===== src/rtl/fp_addsub_mul_backend_pkg.sv =====
// Shared constants and types for the FP add/sub/mul back end.
// Holds the IEEE-754 single-precision field widths, the canonical quiet NaN,
// the infinity magnitude and the rounding-mode encodings.
package fp_addsub_mul_backend_pkg;

    localparam int FP_WIDTH   = 32;
    localparam int EXP_WIDTH  = 8;
    localparam int FRAC_WIDTH = 23;

    localparam logic [31:0] QNAN    = 32'h7FC0_0000;
    localparam logic [30:0] INF_MAG = 31'h7F80_0000;

    typedef enum logic [1:0] {
        RM_NEAREST_EVEN = 2'b00,
        RM_TOWARD_ZERO  = 2'b01,
        RM_TOWARD_PINF  = 2'b10,
        RM_TOWARD_NINF  = 2'b11
    } rmode_e;

endpackage


===== src/rtl/fp_addsub_mul_backend_lzc.sv =====
// fp_lzc28: leading-zero counter for the 27 low bits of the adder result
// (hidden bit down to sticky).
// Ports: d_i   - 27-bit value, bit 26 is the most significant
//        cnt_o - number of leading zeros, 0..27 (27 when d_i is zero)
module fp_lzc28 (
    input  logic [26:0] d_i,
    output logic [4:0]  cnt_o
);

    // Ascending scan: the last hit is the highest set bit, which sets the count.
    always_comb begin
        cnt_o = 5'd27;
        for (int i = 0; i < 27; i++) begin
            if (d_i[i]) cnt_o = 5'(26 - i);
        end
    end

endmodule


===== src/rtl/fp_addsub_mul_backend.sv =====
// Back end of a single-precision FP unit.
// - Adder: combinational 28-bit add/subtract of aligned fractions.
// - Multiplier: registered 24x24 unsigned fraction product (1 cycle).
// - Post-normalisation: normalise, round and handle special operands,
//   result registered (1 cycle).
// Ports: clk_i/rst_ni clock and async active-low reset; add_* adder I/O;
//        mul_* multiplier I/O; opa_i/opb_i/fract_28_i/exp_i/sign_i/fpu_op_i/
//        rmode_i post-norm inputs; output_o/ine_o registered result and
//        inexact flag.
module fp_addsub_mul_backend #(
    parameter int FP_WIDTH   = 32,
    parameter int EXP_WIDTH  = 8,
    parameter int FRAC_WIDTH = 23
) (
    input  logic                 clk_i,
    input  logic                 rst_ni,
    input  logic                 add_i,
    input  logic [27:0]          add_opa_i,
    input  logic [27:0]          add_opb_i,
    output logic [26:0]          add_sum_o,
    output logic                 add_co_o,
    input  logic [23:0]          mul_fracta_i,
    input  logic [23:0]          mul_fractb_i,
    output logic [47:0]          mul_fract_o,
    input  logic [FP_WIDTH-1:0]  opa_i,
    input  logic [FP_WIDTH-1:0]  opb_i,
    input  logic [27:0]          fract_28_i,
    input  logic [EXP_WIDTH-1:0] exp_i,
    input  logic                 sign_i,
    input  logic                 fpu_op_i,
    input  logic [1:0]           rmode_i,
    output logic [FP_WIDTH-1:0]  output_o,
    output logic                 ine_o
);
    import fp_addsub_mul_backend_pkg::*;

    localparam int EW = EXP_WIDTH + 2;  // headroom for +1 overflow checks
    localparam logic [EW-1:0] EXP_MAX = {2'b00, {EXP_WIDTH{1'b1}}};

    // ---------------- adder (combinational, no reset) ----------------
    always_comb begin
        if (add_i) {add_co_o, add_sum_o} = add_opa_i + add_opb_i;
        else       {add_co_o, add_sum_o} = add_opa_i - add_opb_i;
    end

    // ---------------- multiplier ----------------
    logic [47:0] mul_fract_d, mul_fract_q;
    assign mul_fract_d = mul_fracta_i * mul_fractb_i;
    assign mul_fract_o = mul_fract_q;

    // ---------------- post-normalisation ----------------
    logic [4:0]            lz;
    logic [4:0]            dn_shift;
    logic [26:0]           norm;
    logic [EW-1:0]         exp_ext, exp_n, exp_r;
    logic                  g, r, s, lsb, round_up;
    logic [24:0]           mant_r;
    logic [23:0]           mant;
    logic                  opa_nan, opb_nan, opa_inf, opb_inf, opb_sign_eff;
    logic [FP_WIDTH-1:0]   output_d, output_q;
    logic                  ine_d, ine_q;

    fp_lzc28 u_lzc (
        .d_i   (fract_28_i[26:0]),
        .cnt_o (lz)
    );

    always_comb begin
        exp_ext  = {2'b00, exp_i};
        dn_shift = (exp_i == '0) ? 5'd0 : 5'(exp_i - 1'b1);
        norm     = '0;
        exp_n    = '0;
        if (fract_28_i[27]) begin
            // Carry out: drop one bit, folding it into sticky.
            norm  = {fract_28_i[27:2], fract_28_i[1] | fract_28_i[0]};
            exp_n = exp_ext + 1'b1;
        end else if (exp_ext > {5'b0, lz}) begin
            norm  = fract_28_i[26:0] << lz;
            exp_n = exp_ext - {5'b0, lz};
        end else begin
            // Not enough exponent to fully normalise: result is denormal.
            norm  = fract_28_i[26:0] << dn_shift;
            exp_n = '0;
        end

        lsb = norm[3];
        g   = norm[2];
        r   = norm[1];
        s   = norm[0];

        case (rmode_e'(rmode_i))
            RM_NEAREST_EVEN: round_up = g & (r | s | lsb);
            RM_TOWARD_ZERO:  round_up = 1'b0;
            RM_TOWARD_PINF:  round_up = ~sign_i & (g | r | s);
            default:         round_up = sign_i & (g | r | s);
        endcase

        mant_r = {1'b0, norm[26:3]} + {24'b0, round_up};
        if (mant_r[24]) begin
            mant  = mant_r[24:1];
            exp_r = exp_n + 1'b1;
        end else begin
            mant  = mant_r[23:0];
            // Denormal rounded up into the normal range.
            exp_r = (exp_n == '0 && mant_r[23]) ? EW'(1) : exp_n;
        end

        opa_nan      = &opa_i[FP_WIDTH-2 -: EXP_WIDTH] && (opa_i[FRAC_WIDTH-1:0] != '0);
        opb_nan      = &opb_i[FP_WIDTH-2 -: EXP_WIDTH] && (opb_i[FRAC_WIDTH-1:0] != '0);
        opa_inf      = &opa_i[FP_WIDTH-2 -: EXP_WIDTH] && (opa_i[FRAC_WIDTH-1:0] == '0);
        opb_inf      = &opb_i[FP_WIDTH-2 -: EXP_WIDTH] && (opb_i[FRAC_WIDTH-1:0] == '0);
        opb_sign_eff = opb_i[FP_WIDTH-1] ^ fpu_op_i;

        output_d = {sign_i, exp_r[EXP_WIDTH-1:0], mant[FRAC_WIDTH-1:0]};
        ine_d    = g | r | s;

        if (opa_nan || opb_nan) begin
            output_d = QNAN;
            ine_d    = 1'b0;
        end else if (opa_inf && opb_inf && (opa_i[FP_WIDTH-1] != opb_sign_eff)) begin
            output_d = QNAN;
            ine_d    = 1'b0;
        end else if (opa_inf) begin
            output_d = {opa_i[FP_WIDTH-1], INF_MAG};
            ine_d    = 1'b0;
        end else if (opb_inf) begin
            output_d = {opb_sign_eff, INF_MAG};
            ine_d    = 1'b0;
        end else if (fract_28_i == '0) begin
            ine_d = 1'b0;
            if (opa_i[FP_WIDTH-2:0] == '0 && opb_i[FP_WIDTH-2:0] == '0 &&
                opa_i[FP_WIDTH-1] == opb_sign_eff)
                output_d = {opa_i[FP_WIDTH-1], {(FP_WIDTH-1){1'b0}}};
            else
                output_d = {(rmode_e'(rmode_i) == RM_TOWARD_NINF), {(FP_WIDTH-1){1'b0}}};
        end else if (exp_r >= EXP_MAX) begin
            output_d = {sign_i, {EXP_WIDTH{1'b1}}, {FRAC_WIDTH{1'b0}}};
            ine_d    = 1'b1;
        end
    end

    always_ff @(posedge clk_i or negedge rst_ni) begin
        if (!rst_ni) begin
            mul_fract_q <= '0;
            output_q    <= '0;
            ine_q       <= 1'b0;
        end else begin
            mul_fract_q <= mul_fract_d;
            output_q    <= output_d;
            ine_q       <= ine_d;
        end
    end

    assign output_o = output_q;
    assign ine_o    = ine_q;

endmodule


===== config.mk =====
export PLATFORM = sky130hd
export DESIGN_NAME = fp_addsub_mul_backend
export DESIGN_NICKNAME = d
export VERILOG_FILES = /design/src/rtl/fp_addsub_mul_backend_pkg.sv /design/src/rtl/fp_addsub_mul_backend_lzc.sv /design/src/rtl/fp_addsub_mul_backend.sv
export SDC_FILE = /design/constraint.sdc
export NUM_CORES = 2
export LEC_CHECK = 0
export BUFFER_PORTS_ARGS = -buffer_cell sky130_fd_sc_hd__buf_2
export CAP_MARGIN = 20
export CORE_ASPECT_RATIO = 1.25
export CORE_MARGIN = 2
export CORE_UTILIZATION = 60
export DETAILED_ROUTE_END_ITERATION = 6
export PLACE_DENSITY = 0.82
export REMOVE_ABC_BUFFERS = 1
export SLEW_MARGIN = 40
export SYNTH_ARGS = -nofsm -noshare
export SYNTH_HDL_FRONTEND = slang
export SYNTH_SLANG_ARGS = --single-unit

===== constraint.sdc =====
create_clock -name clk_i -period 7.15 [get_ports clk_i]
set_input_delay 1.43 -clock clk_i [delete_from_list [all_inputs] [get_ports clk_i]]
set_output_delay 1.43 -clock clk_i [all_outputs]
set_load 0.1 [all_outputs]

==> results.tsv <==
metric	value	unit
Tmin final	8.94	ns
DRC viols	25	
port bufs	319	
Worst Path Arrival	9.23	ns
Setup crit end kind	flip-flop	
Synth warnings	0	
status	complete, but fails checks	
CTS buffer count	9	
failing checks	design-rule violations, negative setup slack	
final WL	113000	um
Seq/Total Area, Yosys	0.0725	
HPWL Detailed	76300	um
synthesis-to-finish area growth	27.8	%
maxcap violations	0	
syn avg cell area	8.45	um2
CTS HTree Levels	3	
Rows	88	
final max-slew violation count	0	
worst-margin pin slew	0.800	ns
Synth async-reset ratio	1.00	
fillcell total	2859	
HP Class	primary input to asynchronous set/reset pin	
Die X	197	um
share of the synthesized area in the top cell type	0.347	
final hold viol count	0	
worst-path fanout max	9	
CP Launch Point	mul_fractb_i[9]	
vias per cell	6.33	
Initial DRC Count	3249	
RePlAce Congestion	1.03	
Global Route Usage Sum	0.417	
Synth area leader	fa_1	
CTS Root Cell	clkbuf_16	
ys flop type	dfrtp_1	
largest net degree at the start of global routing	54	
layout cells sized above 1	0.288	
synthesis-stage register bit count	81	
clk slew on worst S/H paths	0.08	ns
WS Path Type	primary input to flip-flop	
Ports	320	
Die Y-Extent	245	um
Final nets	4928	
Final ANT Viol Nets	0	
Yosys cell types	93	
vias post-DR	29200	
gr ovfl total	0	
routed length per instance	24.5	um
Clock Tree Buf Depth	2	
Initial Util	0.607	
Final period util	1.25	
full die area	48300	um2
Core Region	46000	um2
dpl cells	4492	
EDFF count, synth	0	
final setup violating endpoints	27	
RSZ-0062 raised after global routing	true	
Rel. slew slack	0.464	
Critical Path Most Common Cell	fa_1	
first-pass iteration count of the detailed router	7	
fmax	0.112	GHz
synthesized area	27900	um2
CTS tree	done	
clock sink count	81	
Worst Path Required	7.44	ns
setup TNS	-25.53	ns
global-route wire length before repair	154000	um
initial antenna violation count	25	
post-route setup slack	-1.79	ns
final std cells w/o fill	4604	
vias in the first global route	29200	
slowest CP cell	fa_1	
Worst path max stage delay	0.95	ns
CP Launch Type	primary input	
Post-Syn Instances	3305	
synth top area cells	fa_1 35%, ha_1 11%, inv_1 7.5%	
==> stage by stage <==
step	setup WS, ns	hold WS, ns	instance area [um2]	util
2_1_floorplan	-2.71	1.13	27200	-
3_3_place_gp	-2.17	1.40	33200	0.721
3_5_place_dp	-2.31	1.41	33200	0.721
4_1_cts	-1.05	1.00	34500	0.749
5_1_grt	-1.83	1.03	35700	0.776
6_report	-1.79	0.997	35700	0.776
==> layout make-up <==
class	count	area, um2	area share
antenna	22	55.1	0.00154
clock buffer	9	225	0.00631
clock inverter	7	81.3	0.00228
inverter	558	2100	0.0588
multi-input combinational	2489	24100	0.675
sequential	81	2030	0.0568
tap	585	732	0.0205
timing repair buffer	853	6380	0.179
==> path summary, 6_finish.rpt <==
kind	to	slack [ns]	depth (start not counted)
worst max-delay path	mul_fract_o[46]$_DFF_PN0_	-1.79	29
worst min-delay path	output_o[0]$_DFF_PN0_	1.0	1
max in group asynchronous	mul_fract_o[46]$_DFF_PN0_	5.06	2
min in group clk_i	mul_fract_o[0]$_DFF_PN0_	1.40	2
==> flip-flops by register name, indices dropped and copies added (netlist names) <==
name / count
mul_fract_o: 48
output_o: 32
ine_o: 1
==> routing by layer <==
metal / GRT usage / wire length (um)
met1: 0.445 / 34400
met2: 0.695 / 51700
met3: 0.121 / 14700
met4: 0.323 / 11800
met5: 0.00926 / 319
==> placed cells by master, fill, tap and decap left out, types with 22 or more instances in the layout <==
cell	synthesis	layout
o21ai_0	84	71
buf_4	3	488
buf_12	0	28
buf_6	5	36
mux2i_1	37	35
fa_2	0	23
xnor2_1	72	68
dfrtp_1	81	81
buf_2	24	278
and2_1	226	214
inv_1	556	527
a21oi_1	103	81
ha_1	240	220
inv_2	0	28
fa_1	485	462
diode_2	0	22
nor2_1	133	124
nand3_1	61	58
a21o_1	23	23
a211oi_1	29	26
nand2_1	488	463
nor4_1	34	27
nor3_1	49	45
xor2_1	27	26
==> critical path: cells and delay by family <==
family / cells / cell delay [ns]
compound gates: 10 / 2.10
simple gates: 2 / 0.27
xor+xnor: 1 / 0.12
fa+ha+maj: 8 / 4.53
buf+inv: 8 / 0.80
==> synth_stat cells, types with 19 or more instances <==
cell	count
inv_1	556
nand2_1	488
fa_1	485
ha_1	240
and2_1	226
clkbuf_1	142
nor2_1	133
a21oi_1	103
o21ai_0	84
dfrtp_1	81
xnor2_1	72
nand3_1	61
nor3_1	49
mux2i_1	37
nor4_1	34
a211oi_1	29
xor2_1	27
buf_2	24
a21o_1	23
mux2_2	20
nand2b_1	20
o21a_1	19
==> cell families after synthesis <==
logic type,share of synthesized area
mux,0.0252
flops,0.0725
fa+ha+maj,0.455
compound gates,0.118
simple gates,0.197
buf+inv,0.102
xor+xnor,0.0310
==> repair_timing <==
| action | 4_1_cts | 5_1_grt |
|---|---|---|
| setup buffers | 31 | 44 |
| hold buffers | 0 | 0 |
| pin swaps | 104 | 124 |
| setup endpoints to repair | 49 | 64 |
| gates cloned | 0 | 3 |
| gates resized for setup | 200 | 217 |
Power is not shown: default switching activity piles up to over one toggle a cycle in this logic, so the estimate is an artifact.
